$ cat src/rtl/econet_tx_sequencer_if.sv
// Frame-buffer read port and transmitter byte handshake of the Econet TX sequencer.
interface econet_tx_sequencer_if #(
  parameter int LEN_W = 11
);
  logic [LEN_W-1:0] buf_addr;
  logic [7:0]       buf_data;
  logic [7:0]       tx_data;
  logic             tx_data_available;
  logic             tx_data_consumed;
  logic             tx_eop;
  logic             tx_flag_fill;

  modport master (
    output buf_addr, tx_data, tx_data_available, tx_eop, tx_flag_fill,
    input  buf_data, tx_data_consumed
  );

  modport slave (
    input  buf_addr, tx_data, tx_data_available, tx_eop, tx_flag_fill,
    output buf_data, tx_data_consumed
  );
endinterface

$ cat src/rtl/econet_tx_sequencer.sv
// Econet frame-level transmit controller: line-quiet wait, flag preamble, byte
// streaming from a synchronous frame buffer, and bounded retry with exponential backoff.
module econet_tx_sequencer #(
  parameter int LEN_W           = 11,
  parameter int IDLE_CYCLES     = 128,
  parameter int PREAMBLE_CYCLES = 256,
  parameter int TAIL_CYCLES     = 64,
  parameter int MAX_RETRIES     = 3,
  parameter int BACKOFF_BASE    = 512
) (
  input  logic                  mclk,
  input  logic                  reset,
  input  logic                  start,
  input  logic [LEN_W-1:0]      frame_len,
  output logic                  busy,
  output logic                  done,
  output logic                  error,
  input  logic                  line_idle,
  input  logic                  line_abort,
  econet_tx_sequencer_if.master bus
);
  localparam int BO_MAX  = (MAX_RETRIES > 0) ? (BACKOFF_BASE << (MAX_RETRIES - 1)) : BACKOFF_BASE;
  localparam int M1      = (IDLE_CYCLES > PREAMBLE_CYCLES) ? IDLE_CYCLES : PREAMBLE_CYCLES;
  localparam int M2      = (TAIL_CYCLES > BO_MAX) ? TAIL_CYCLES : BO_MAX;
  localparam int CNT_MAX = (M1 > M2) ? M1 : M2;
  localparam int CNT_W   = $clog2(CNT_MAX + 1);
  localparam int RTY_W   = (MAX_RETRIES > 0) ? $clog2(MAX_RETRIES + 1) : 1;

  localparam logic [CNT_W-1:0] IDLE_LAST = CNT_W'(IDLE_CYCLES - 1);
  localparam logic [CNT_W-1:0] PRE_LAST  = CNT_W'(PREAMBLE_CYCLES - 1);
  localparam logic [CNT_W-1:0] TAIL_LAST = CNT_W'(TAIL_CYCLES - 1);
  localparam logic [CNT_W-1:0] BO_BASE   = CNT_W'(BACKOFF_BASE);
  localparam logic [RTY_W-1:0] MAX_RTY   = RTY_W'(MAX_RETRIES);

  typedef enum logic [2:0] {
    IDLE, WAIT_LINE, PREAMBLE, FETCH, LOAD, SEND, TAIL, BACKOFF
  } state_t;

  state_t           state_q, state_d;
  logic [LEN_W-1:0] len_q, len_d;
  logic [LEN_W-1:0] idx_q, idx_d;
  logic [CNT_W-1:0] cnt_q, cnt_d;
  logic [RTY_W-1:0] retry_q, retry_d;
  logic             busy_q, busy_d;
  logic             done_q, done_d;
  logic             error_q, error_d;
  logic [LEN_W-1:0] addr_q, addr_d;
  logic [7:0]       data_q, data_d;
  logic             avail_q, avail_d;
  logic             eop_q, eop_d;
  logic             flag_q, flag_d;
  logic [CNT_W-1:0] bo_last;
  logic             abortable;

  // retry_q already holds the 1-based retry number while in BACKOFF
  assign bo_last = (BO_BASE << (retry_q - RTY_W'(1))) - CNT_W'(1);

  always_comb begin
    state_d   = state_q;
    len_d     = len_q;
    idx_d     = idx_q;
    cnt_d     = cnt_q;
    retry_d   = retry_q;
    busy_d    = busy_q;
    done_d    = 1'b0;
    error_d   = 1'b0;
    addr_d    = addr_q;
    data_d    = data_q;
    avail_d   = avail_q;
    eop_d     = eop_q;
    flag_d    = flag_q;
    abortable = state_q inside {PREAMBLE, FETCH, LOAD, SEND, TAIL};

    if (line_abort && abortable) begin
      // abort outranks a same-cycle consume or the final tail cycle
      flag_d  = 1'b0;
      avail_d = 1'b0;
      eop_d   = 1'b0;
      idx_d   = '0;
      addr_d  = '0;
      cnt_d   = '0;
      if (retry_q < MAX_RTY) begin
        retry_d = retry_q + RTY_W'(1);
        state_d = BACKOFF;
      end else begin
        error_d = 1'b1;
        busy_d  = 1'b0;
        state_d = IDLE;
      end
    end else begin
      case (state_q)
        IDLE: begin
          if (start) begin
            len_d   = frame_len;
            retry_d = '0;
            idx_d   = '0;
            cnt_d   = '0;
            if (frame_len == '0) begin
              error_d = 1'b1;
            end else begin
              busy_d  = 1'b1;
              state_d = WAIT_LINE;
            end
          end
        end
        WAIT_LINE: begin
          if (!line_idle) begin
            cnt_d = '0;
          end else if (cnt_q == IDLE_LAST) begin
            cnt_d   = '0;
            flag_d  = 1'b1;
            state_d = PREAMBLE;
          end else begin
            cnt_d = cnt_q + CNT_W'(1);
          end
        end
        PREAMBLE: begin
          if (cnt_q == PRE_LAST) begin
            cnt_d   = '0;
            flag_d  = 1'b0;
            addr_d  = idx_q;
            state_d = FETCH;
          end else begin
            cnt_d = cnt_q + CNT_W'(1);
          end
        end
        FETCH: state_d = LOAD;
        LOAD: begin
          data_d  = bus.buf_data;
          avail_d = 1'b1;
          eop_d   = (idx_q == len_q - LEN_W'(1));
          state_d = SEND;
        end
        SEND: begin
          if (bus.tx_data_consumed) begin
            avail_d = 1'b0;
            eop_d   = 1'b0;
            if (eop_q) begin
              cnt_d   = '0;
              state_d = TAIL;
            end else begin
              idx_d   = idx_q + LEN_W'(1);
              addr_d  = idx_q + LEN_W'(1);
              state_d = FETCH;
            end
          end
        end
        TAIL: begin
          if (cnt_q == TAIL_LAST) begin
            cnt_d   = '0;
            done_d  = 1'b1;
            busy_d  = 1'b0;
            state_d = IDLE;
          end else begin
            cnt_d = cnt_q + CNT_W'(1);
          end
        end
        BACKOFF: begin
          if (cnt_q == bo_last) begin
            cnt_d   = '0;
            state_d = WAIT_LINE;
          end else begin
            cnt_d = cnt_q + CNT_W'(1);
          end
        end
        default: state_d = IDLE;
      endcase
    end
  end

  always_ff @(posedge mclk) begin
    if (reset) begin
      state_q <= IDLE;
      len_q   <= '0;
      idx_q   <= '0;
      cnt_q   <= '0;
      retry_q <= '0;
      busy_q  <= 1'b0;
      done_q  <= 1'b0;
      error_q <= 1'b0;
      addr_q  <= '0;
      data_q  <= '0;
      avail_q <= 1'b0;
      eop_q   <= 1'b0;
      flag_q  <= 1'b0;
    end else begin
      state_q <= state_d;
      len_q   <= len_d;
      idx_q   <= idx_d;
      cnt_q   <= cnt_d;
      retry_q <= retry_d;
      busy_q  <= busy_d;
      done_q  <= done_d;
      error_q <= error_d;
      addr_q  <= addr_d;
      data_q  <= data_d;
      avail_q <= avail_d;
      eop_q   <= eop_d;
      flag_q  <= flag_d;
    end
  end

  assign busy                  = busy_q;
  assign done                  = done_q;
  assign error                 = error_q;
  assign bus.buf_addr          = addr_q;
  assign bus.tx_data           = data_q;
  assign bus.tx_data_available = avail_q;
  assign bus.tx_eop            = eop_q;
  assign bus.tx_flag_fill      = flag_q;
endmodule

$ cat src/flat_wrapper.sv
// flat-port wrapper written by rule: the top's interface ports become plain ports
module econet_tx_sequencer_flat 
#(
  parameter int LEN_W           = 11,
  parameter int IDLE_CYCLES     = 128,
  parameter int PREAMBLE_CYCLES = 256,
  parameter int TAIL_CYCLES     = 64,
  parameter int MAX_RETRIES     = 3,
  parameter int BACKOFF_BASE    = 512
)
  (mclk, reset, start, frame_len, busy, done, error, line_idle, line_abort, bus_buf_addr, bus_tx_data, bus_tx_data_available, bus_tx_eop, bus_tx_flag_fill, bus_buf_data, bus_tx_data_consumed);
  econet_tx_sequencer_if #(.LEN_W(LEN_W)) bus_i ();
  input  logic mclk;
  input  logic reset;
  input  logic start;
  input  logic [LEN_W-1:0] frame_len;
  output logic busy;
  output logic done;
  output logic error;
  input  logic line_idle;
  input  logic line_abort;
  output wire logic [$bits(bus_i.buf_addr)-1:0] bus_buf_addr;
  output wire logic [$bits(bus_i.tx_data)-1:0] bus_tx_data;
  output wire logic [$bits(bus_i.tx_data_available)-1:0] bus_tx_data_available;
  output wire logic [$bits(bus_i.tx_eop)-1:0] bus_tx_eop;
  output wire logic [$bits(bus_i.tx_flag_fill)-1:0] bus_tx_flag_fill;
  input wire logic [$bits(bus_i.buf_data)-1:0] bus_buf_data;
  input wire logic [$bits(bus_i.tx_data_consumed)-1:0] bus_tx_data_consumed;
  assign bus_buf_addr = bus_i.buf_addr;
  assign bus_tx_data = bus_i.tx_data;
  assign bus_tx_data_available = bus_i.tx_data_available;
  assign bus_tx_eop = bus_i.tx_eop;
  assign bus_tx_flag_fill = bus_i.tx_flag_fill;
  assign bus_i.buf_data = bus_buf_data;
  assign bus_i.tx_data_consumed = bus_tx_data_consumed;
  econet_tx_sequencer #(.LEN_W(LEN_W), .IDLE_CYCLES(IDLE_CYCLES), .PREAMBLE_CYCLES(PREAMBLE_CYCLES), .TAIL_CYCLES(TAIL_CYCLES), .MAX_RETRIES(MAX_RETRIES), .BACKOFF_BASE(BACKOFF_BASE)) u_core (.mclk(mclk), .reset(reset), .start(start), .frame_len(frame_len), .busy(busy), .done(done), .error(error), .line_idle(line_idle), .line_abort(line_abort), .bus(bus_i));
endmodule
$ cat config.mk
export PLATFORM = sky130hd
export DESIGN_NAME = econet_tx_sequencer_flat
export DESIGN_NICKNAME = d
export VERILOG_FILES = /design/src/rtl/econet_tx_sequencer_if.sv /design/src/rtl/econet_tx_sequencer.sv /design/src/flat_wrapper.sv
export SDC_FILE = /design/constraint.sdc
export NUM_CORES = 1
export LEC_CHECK = 0
export BUFFER_PORTS_ARGS = -buffer_cell sky130_fd_sc_hd__clkbuf_2
export CAP_MARGIN = 40
export CORE_ASPECT_RATIO = 1.25
export CORE_MARGIN = 1.5
export CORE_UTILIZATION = 62
export CTS_CLUSTER_SIZE = 25
export DETAILED_ROUTE_END_ITERATION = 12
export GPL_TIMING_DRIVEN = 0
export HOLD_SLACK_MARGIN = 0.05
export MAX_ROUTING_LAYER = met4
export PLACE_DENSITY = 0.95
export SYNTH_ARGS = -nofsm -noshare
export SYNTH_HDL_FRONTEND = slang
export SYNTH_SLANG_ARGS = --single-unit
$ cat constraint.sdc
create_clock -name mclk -period 3.3 [get_ports mclk]
set_clock_uncertainty 0.05 [all_clocks]
set_input_delay 0.495 -clock mclk [delete_from_list [all_inputs] [get_ports mclk]]
set_output_delay 0.495 -clock mclk [all_outputs]
set_load 0.01 [all_outputs]
# Word level (Yosys, flattened, before mapping)
# Cells that the tools add are included.
[classes]
add_sub_neg = 6
order_cmp = 1
n_eq_ne = 29
shift = 1
n_mux = 50
n_bitwise = 2
n_reduce_logical = 24
[op_table]
columns = ["op", "n"]
rows = [
  ["two-way mux 12 bit", 8],
  ["one-hot mux 12 bit (6 select lines)", 1],
  ["two-way mux 11 bit", 4],
  ["one-hot mux 11 bit (2 select lines)", 2],
  ["two-way mux 3 bit", 11],
  ["one-hot mux 3 bit (8 select lines)", 1],
  ["AND reduction 4 bit", 4],
  ["two-way mux 1 bit", 15],
  ["inequality test 2 bit, second input constant", 7],
  ["adder 12 x 1 -> 12 bit, second input constant", 1],
  ["equality test 12 bit", 1],
  ["equality test 12 x 6 -> 1 bit, second input constant", 1],
  ["equality test 12 x 7 -> 1 bit, second input constant", 1],
  ["equality test 12 x 8 -> 1 bit, second input constant", 1],
  ["equality test 3 bit, second input constant", 4],
  ["nonzero test 2 bit", 6],
  ["left shift 10 x 2 -> 12 bit, first input constant", 1],
  ["subtractor 12 x 1 -> 12 bit, second input constant", 1],
  ["adder 11 x 1 -> 11 bit, second input constant", 1],
  ["equality test 11 bit", 1],
  ["logical NOT 11 bit", 1],
  ["subtractor 11 x 1 -> 11 bit, second input constant", 1],
  ["inequality test 3 x 2 -> 1 bit, second input constant", 3],
  ["inequality test 3 bit, second input constant", 3],
  ["other kinds (21)", 33],
]
[word_totals]
regBits = 64
out_inout_bits = 25

# Logic depth before layout (Yosys ltp)
# Gate-level depths: netlist (run 1).
[logic_depth]
depth_word = 7
mapped_depth = 9

# Least setup slack after synthesis (run 1)
# Ideal clock, no wire load.
[synth_timing]
kind = "reg2reg"
start = "register u_core.cnt_q[8]"
end = "register u_core.state_q[2]"
setup_time_ns = 0.070
t_arrival_ns = 2.154
path_slack_ns = 1.026
stages_incl_launch_ff = 7
path_cell_list = "dfxtp_1 -> or4_4 -> or4b_4 -> nand2_2 -> nand4_4 -> or3b_1 -> a21oi_1"
[synth_between]
elab_chain_len = 3
[synth_lines]
columns = ["element", "line_no", "text"]
rows = [
  ["start: declaration", "econet_tx_sequencer.sv:42", "logic [CNT_W-1:0] cnt_q, cnt_d;"],
  ["start signal: assignment", "econet_tx_sequencer.sv:190", "cnt_q <= cnt_d;"],
  ["equality test 12 x 8 -> 1 bit, or another cell as far along", "econet_tx_sequencer.sv:118", "if (cnt_q == PRE_LAST) begin"],
  ["inequality test 3 bit (no source line) or inequality test 3 x 1 -> 1 bit (tied branches)", "--", ""],
  ["AND reduction 8 bit (no source line) *", "--", ""],
  ["end signal: assignment", "econet_tx_sequencer.sv:187", "state_q <= state_d;"],
  ["end: declaration", "econet_tx_sequencer.sv:39", "state_t state_q, state_d;"],
]
# Every way passes the cells marked *; elsewhere a longest branch is shown, timed or not.
# A chain may end at the register's enable or synchronous reset.

# Worst setup path after layout (run 1)
[layout_timing]
start = "register u_core.retry_q[0]"
end = "register u_core.cnt_q[9]"
[layout_between]
elab_chain_len = 6
[layout_lines]
columns = ["element", "line_no", "text"]
rows = [
  ["start: declaration", "econet_tx_sequencer.sv:43", "logic [RTY_W-1:0] retry_q, retry_d;"],
  ["start signal: assignment", "econet_tx_sequencer.sv:191", "retry_q <= retry_d;"],
  ["subtractor 2 x 1 -> 2 bit", "econet_tx_sequencer.sv:56", "assign bo_last = (BO_BASE << (retry_q - RTY_W'(1))) - CNT_W'(1);"],
  ["left shift 10 x 2 -> 12 bit", "econet_tx_sequencer.sv:56", ""],
  ["subtractor 12 x 1 -> 12 bit", "econet_tx_sequencer.sv:56", ""],
  ["equality test 12 bit", "econet_tx_sequencer.sv:159", "if (cnt_q == bo_last) begin"],
  ["two-way mux 12 bit", "econet_tx_sequencer.sv:159", ""],
  ["one-hot mux 12 bit (6 select lines)", "econet_tx_sequencer.sv:91", "case (state_q)"],
]
# No other way between the ends.

==> results of run 1 <==
==> worst paths after layout <==
kind / depth (start not counted) / end
worst min-delay path: 3 / u_core.bus.tx_data[6]
worst max-delay path: 8 / u_core.cnt_q[9]
worst min register to register: 2 / u_core.bus.tx_data[0]
worst max register to register: 8 / u_core.cnt_q[9]
==> sequential cells by signal, indices dropped and copies added (netlist names) <==
register,cells
u_core.bus.tx_data_available,1
u_core.retry_q,2
u_core.bus.tx_eop,1
u_core.bus.tx_flag_fill,1
u_core.cnt_q,12
u_core.bus.tx_data,8
u_core.state_q,3
u_core.done,1
u_core.len_q,11
u_core.error,1
u_core.bus.buf_addr,11
u_core.idx_q,11
u_core.busy,1
==> metal layers <==
metal	global-route usage (%)	wire length, um
met3	7.13	721
met2	53.2	4970
met1	38.7	3770
met5	-	0
met4	15.1	313
==> worst register-to-register path, stage by stage, from the launching register on <==
cell                      delay (ns)
sky130_fd_sc_hd__dfxtp_1        0.42
sky130_fd_sc_hd__inv_1          0.09
sky130_fd_sc_hd__ha_1           0.36
sky130_fd_sc_hd__xor2_1         0.17
sky130_fd_sc_hd__nand3_1        0.11
sky130_fd_sc_hd__o31ai_1        0.60
sky130_fd_sc_hd__nand3_1        0.38
sky130_fd_sc_hd__nor2_1         0.33
sky130_fd_sc_hd__nor3_1         0.10
==> placed cells by master (no fill, tap or decap), drive strengths merged, types with 3 or more instances in the layout <==
master / netlist / routed
clkbuf: 26 / 86
nand2: 71 / 71
dfxtp: 64 / 64
nor2: 55 / 55
a21oi: 48 / 48
nor3: 23 / 23
o21ai: 23 / 23
xnor2: 21 / 21
nand3: 15 / 15
inv: 12 / 12
xor2: 12 / 12
a211oi: 10 / 10
and3: 7 / 7
a31oi: 7 / 7
nor4: 7 / 7
ha: 7 / 7
nand2b: 6 / 6
nand4: 6 / 6
or4: 4 / 4
or2: 3 / 3
and2: 3 / 3
a21o: 3 / 3
mux2i: 3 / 3
o211ai: 3 / 3
or3b: 3 / 3
==> cells by family after synthesis <==
family          Yosys count  share of synthesized area [%]
compound gates          116                           19.5
xor+xnor                 33                           8.06
fa+ha+maj                 7                           2.44
buf+inv                  39                           4.08
flops                    64                           35.7
mux                       4                           1.15
simple gates            215                           29.0
==> power by group <==
part / total [mW] / switching, mW / internal (mW)
Sequential: 0.921 / 0.0736 / 0.847
Combinational: 1.01 / 0.646 / 0.366
Clock: 0.597 / 0.297 / 0.300
Total: 2.53 / 1.02 / 1.51
==> final cells by class <==
class                   instances  share of cell area, %
multi-input cells             375                   53.1
flip-flops and latches         64                   31.5
repair buffers                 48                   5.91
clock buffers                  12                   3.82
plain buffers                  27                   2.49
well taps                      64                   1.97
inverters                      12                   1.11
clock inverters                 1                  0.123
==> per-stage QoR <==
stage / instance area [um2] / std cells / hold slack [ns] / setup WS (ns)
floorplan: 3590 / 478 / 0.399 / 1.03
global placement: 3910 / 590 / 0.391 / 0.678
detailed placement: 3910 / 590 / 0.398 / 0.749
CTS: 4070 / 603 / 0.304 / 0.607
global route: 4070 / 603 / 0.302 / 0.398
finish: 4070 / 603 / 0.298 / 0.557
==> summary.txt, run 1 <==
Run status
  • Run status: complete, no violations

Layout
  • Final #Nets: around 570
  • Layout overhead on the synthesized area: 13.4%
  • Register Area: between 1000 and 1500 um2
  • Combined area of the multi-input logic cells: ~2200 um2
  • Antenna diode count: 0
  • Ratio of cells with drive above 1 in the final layout: a little over an eighth
  • Layout fillers: around 430
  • Final standard cell utilization of the core: between 70% and 80%

Floorplanning
  • Die Footprint: roughly 6300 um2
  • Floorplan die width: 71.0 um
  • Die height: about 88 um
  • Starting utilization of the core area: 65.0%
  • Count of boundary I/O pins: 50
  • Number of rows created at floorplan: 30
  • Standard cell core area: 5520 um2

Yosys
  • Proportion of synthesized flip-flops having asynchronous set or reset: 0%
  • Most frequently used cell type in the post-synthesis netlist: sky130_fd_sc_hd__nand2_1
  • Post-synth EDFFs: 0
  • Synthesized area per cell: between 7 and 8 um2
  • Number of standard cells after synthesis: 478
  • Number of different library cells in the post-synthesis netlist: 57
  • Leading register cell type out of synthesis: sky130_fd_sc_hd__dfxtp_1
  • Sequential cell area fraction in the yosys report: 35.7%
  • Most area-hungry cell type in the Yosys netlist: sky130_fd_sc_hd__dfxtp_1
  • Synth Cell Area: approximately 3600 um2
  • List of most frequent post-synthesis cells: sky130_fd_sc_hd__nand2_1 (70), sky130_fd_sc_hd__dfxtp_1 (64), sky130_fd_sc_hd__nor2_1 (55)
  • Synth area leaders: sky130_fd_sc_hd__dfxtp_1 (36%), sky130_fd_sc_hd__nand2_1 (7.3%), sky130_fd_sc_hd__a21oi_1 (6.7%), sky130_fd_sc_hd__nor2_1 (5.8%), sky130_fd_sc_hd__xnor2_1 (5.1%)
  • Synthesized flop and latch total: 64
  • Yosys warns: 0
  • Area share of the largest cell type after synthesis: a little over a third
  • Syn nets: 510

STA
  • Setup repair after global routing missed its margin: false
  • Final number of setup-violating endpoints: 0
  • Final hold vios: 0
  • Remaining max-slew budget at the tightest pin: approximately half
  • Actual transition at the worst max-transition pin: between 0.7 and 0.8 ns
  • Fmax: 365 MHz
  • Final period utilization: 83.1%
  • Sum of negative setup slack: 0 ns
  • Final Critical Period: roughly 2.7 ns
  • Pins over their slew limit: 0

Global route
  • Pin count of the biggest net entering global routing: 11
  • Antenna violations before repair: 0
  • GRT Resource Usage Total: between 30% and 40%
  • Vias in the first global route: between 3k and 4k
  • First-pass GRT wire length: 15,800 um
  • Grt total ovfl: 0

Job
  • Maximum capacitance violations: 0

Power and ir drop
  • Total power per unit cell area: between 600 and 700 nW/um2
  • Leakage: ~1.5 nW
  • Sum of internal, switching and leakage power: between 2 and 3 mW
  • Peak VDD IR: about 0.45 mV

Worst setup path
  • Setup CP Type: reg2reg
  • Top Family by Delay on Critical Path: simple AND/OR/NAND/NOR gates
  • Critical-path cell with the highest stage delay: sky130_fd_sc_hd__o31ai_1
  • Data required time at the worst endpoint: ~3.5 ns
  • Slack of the worst reg-to-reg path: about 0.56 ns
  • WP buf/inv: 1
  • Data arrival at the endpoint of the critical path: approximately 2.9 ns
  • Library cell appearing most often on the critical path: sky130_fd_sc_hd__nand3_1
  • Crit-path max cell delay: around 0.6 ns
  • Critical path capture point type: flip-flop
  • Worst setup startpoint: u_core.retry_q[0]
  • Origin of the critical flop-to-flop path: u_core.retry_q[0]
  • CP max FO: 6
  • Cells along the critical path: inv_1 > ha_1 > xor2_1 > nand3_1 > o31ai_1 > nand3_1 > nor2_1 > nor3_1
  • Startpoint types: flip-flop

CTS
  • Total clock sinks: 64
  • Hold-fix buffer count after cts: 0
  • Root buffer cell: sky130_fd_sc_hd__clkbuf_8
  • Later-pin clock latency in the skew report: approximately 0.36 ns
  • Setup bufs post-CTS: 0
  • Max clock buf depth: 2
  • Clock transition at the register clock pins on the worst setup and hold paths after CTS: 0.07 ns
  • Total of cells resized after clock tree synthesis: 0
  • Num CTS Buffers: 9
  • CTS tree: done
  • CTS H-tree depth: 3

Route
  • Antenna Violating Nets Remaining: 0
  • Final routed DRC violation total: 0
  • Total vias in the final route: about 3.8k
  • Iteration count of the initial detailed-routing pass: 8
  • Via density per instance: between 6 and 7
  • Final routed wire length divided by cell count: 16.2 um
  • Final wirelength: between 9000 and 10,000 um
  • Number of violations reported at the end of detailed-routing iteration 0: between 400 and 500

Place
  • Last weighted congestion value of the routability-driven placer: 0.935
  • Buffers added on ports: 48
  • Half-perimeter wire length after placement: 6890 um

Hold path
  • Hold path startpoint: bus_buf_data[6]
  • Class of the tightest hold or removal check: in2reg
No activity file was read; power rests on OpenSTA's default activity.
==> run 2: changes to the inputs <==
- CORE_UTILIZATION: 62 -> 52
- PLACE_DENSITY: 0.95 -> 0.87
- clock period: 3.3 -> 2.2 ns (I/O delays scaled with it)
==> run 2 against run 1 <==
The run now ends with negative setup slack left. Maximum frequency up 19%. Clock power up 100%. Die area up 18%. First-iteration DRC count down 5.8%. Wire length up 6.3%.
==> summary.txt, run 2 (synthesis gave the netlist of run 1 again) <==
Floorplanning
  • Count of boundary I/O pins: 50
  • Starting utilization of the core area: around 54%
  • Die height: approximately 96 um
  • Floorplan die width: 77.3 um
  • Number of rows created at floorplan: 33
  • Standard cell core area: 6610 um2
  • Die Footprint: ~7400 um2

Run status
  • Run status: finished, violations left
  • Failing checks: negative setup slack

Route
  • Final routed wire length divided by cell count: between 15 and 20 um
  • Final wirelength: 10,400 um
  • Via density per instance: between 5 and 6
  • Iteration count of the initial detailed-routing pass: 7
  • Antenna Violating Nets Remaining: 0
  • Final routed DRC violation total: 0
  • Number of violations reported at the end of detailed-routing iteration 0: about 460
  • Total vias in the final route: around 3.8k

Layout
  • Final design instance area without fill: 4540 um2
  • Non-Filler Instances: roughly 640
  • Highest-count cells in the layout ignoring fill and taps: sky130_fd_sc_hd__nand2_1 (69), sky130_fd_sc_hd__clkbuf_2 (56), sky130_fd_sc_hd__dfxtp_1 (56)
  • Flip-flop count of the largest register, all copies and words added: 12
  • Ratio of cells with drive above 1 in the final layout: between 20% and 30%
  • Final #Nets: slightly below 600
  • Layout overhead on the synthesized area: 26.6%
  • Most common library cell in the layout ignoring fill and taps: sky130_fd_sc_hd__nand2_1
  • Antenna diode count: 0
  • Register name with the most flops: u_core.cnt_q

STA
  • Final Critical Period: between 2 and 2.5 ns
  • Final period utilization: 105%
  • Remaining max-slew budget at the tightest pin: 39.0%
  • Final hold vios: 0
  • Pins over their slew limit: 0
  • Fmax: 434 MHz
  • Setup repair after global routing missed its margin: true
  • Actual transition at the worst max-transition pin: around 0.91 ns
  • Crit path setup slack, layout: -0.105 ns
  • Final number of setup-violating endpoints: 11

Worst setup path
  • Endpoint of the worst register-to-register path: u_core.state_q[2]
  • Data required time at the worst endpoint: between 2 and 2.5 ns
  • Slack of the worst reg-to-reg path: -0.11 ns
  • Data arrival at the endpoint of the critical path: between 2 and 3 ns
  • Setup CP Type: reg2reg
  • Origin of the critical flop-to-flop path: u_core.cnt_q[8]
  • CP max FO: 4
  • Startpoint types: flip-flop
  • FF-to-FF path depth: 6
  • Critical path capture point type: flip-flop

CTS
  • Total clock sinks: 64
  • Clock transition at the register clock pins on the worst setup and hold paths after CTS: approximately 0.070 ns
  • Later-pin clock latency in the skew report: 0.35 ns
  • CTS H-tree depth: 3
  • Max clock buf depth: 2
  • Num CTS Buffers: 9
  • Root buffer cell: sky130_fd_sc_hd__clkbuf_8
  • Hold-fix buffer count after cts: 0
  • CTS tree: done

Power and ir drop
  • Peak VDD IR: roughly 0.85 mV
  • Leakage: ~1.7 nW
  • Sum of internal, switching and leakage power: between 4 and 5 mW
  • Total power per unit cell area: about 980 nW/um2

Global route
  • Vias in the first global route: 3,507
  • Grt total ovfl: 0
  • Antenna violations before repair: 0
  • First-pass GRT wire length: 16,000 um
  • GRT Resource Usage Total: about 28%
  • Pin count of the biggest net entering global routing: 12

Hold path
  • Class of the tightest hold or removal check: in2reg
  • Hold path startpoint: bus_buf_data[3]
  • Hold-critical path endpoint: u_core.bus.tx_data[3]
  • Min-Delay Path Depth: 3

Place
  • Half-perimeter wire length after placement: approximately 7000 um
  • Last weighted congestion value of the routability-driven placer: ~0.94
  • Post-placement cell count: around 600
  • Area after DPL: a little under 4000 um2
  • Buffers added on ports: 48

Job
  • Maximum capacitance violations: 0
run 2: changes by cell type in the layout (fill, tap and decap cells not counted), sizes merged:
cell      before  now
clkinv         1    0
clkbuf        86   84
buf            1   16
clkinvlp       0    2
bufinv         0    2
run 2: final cells by class:
type | count | area [um2]
multi-input cells | 375 | 2360
fillers | 546 | 2070
flip-flops and latches | 64 | 1290
repair buffers | 62 | 365
clock buffers | 12 | 165
plain buffers | 26 | 124
well taps | 87 | 109
clock inverters | 4 | 75.1
inverters | 12 | 45.0
run 2: worst max-delay path, cell delays in order, from the launching register on:
cell and delay, ns:
sky130_fd_sc_hd__dfxtp_2 0.33, sky130_fd_sc_hd__or4_4 0.58, sky130_fd_sc_hd__or4b_4 0.57, sky130_fd_sc_hd__nand2_4 0.12, sky130_fd_sc_hd__nand4_4 0.09, sky130_fd_sc_hd__or3b_1 0.38
sky130_fd_sc_hd__a21oi_1 0.12
run 2: worst max-delay path by stage:
stage / from / endpoint / slack, ns / cells past startpoint
3_5_place_dp: u_core.state_q[2] / u_core.state_q[0] / -0.48 / 7
4_1_cts: u_core.cnt_q[11] / u_core.state_q[2] / -0.1 / 6
5_1_grt: u_core.cnt_q[8] / u_core.state_q[2] / -0.16 / 7
2_1_floorplan: u_core.cnt_q[8] / u_core.state_q[2] / -0.02 / 6
3_3_place_gp: u_core.state_q[2] / u_core.state_q[0] / -0.44 / 7
6_report: u_core.cnt_q[8] / u_core.state_q[2] / -0.11 / 6
run 2: routing by layer:
layer | up-vias | GRT usage (%) | routed length, um
met3 | 42 | 5.88 | 522
met1 | 1793 | 30.0 | 4130
met2 | 150 | 49.2 | 5370
met5 | - | - | 0
met4 | 0 | 16.4 | 378
li1 | 1827 | - | -
run 2: metrics by stage:
step / hold WS (ns) / setup slack, ns / TNS (ns) / utilization, %
4_1_cts: 0.140 / -0.0959 / -0.243 / 66.6
5_1_grt: 0.155 / -0.156 / -1.18 / 68.7
2_1_floorplan: 0.399 / -0.0200 / -0.0200 / -
3_5_place_dp: 0.401 / -0.477 / -11.05 / 59.9
6_report: 0.142 / -0.105 / -0.737 / 68.7
3_3_place_gp: 0.392 / -0.443 / -8.75 / 59.9
run 2: what timing repair did:
item | 4_1_cts | 5_1_grt
pin swaps | 9 | 11
endpoints found under the setup margin | 43 | 47
resized for setup | 36 | 44
buffers inserted | 10 | 4
run 2: power by group:
| part | switching, mW | internal [mW] |
|---|---|---|
| registers | 0.136 | 1.28 |
| clock network | 0.480 | 0.731 |
| logic | 1.07 | 0.754 |
| total | 1.69 | 2.76 |
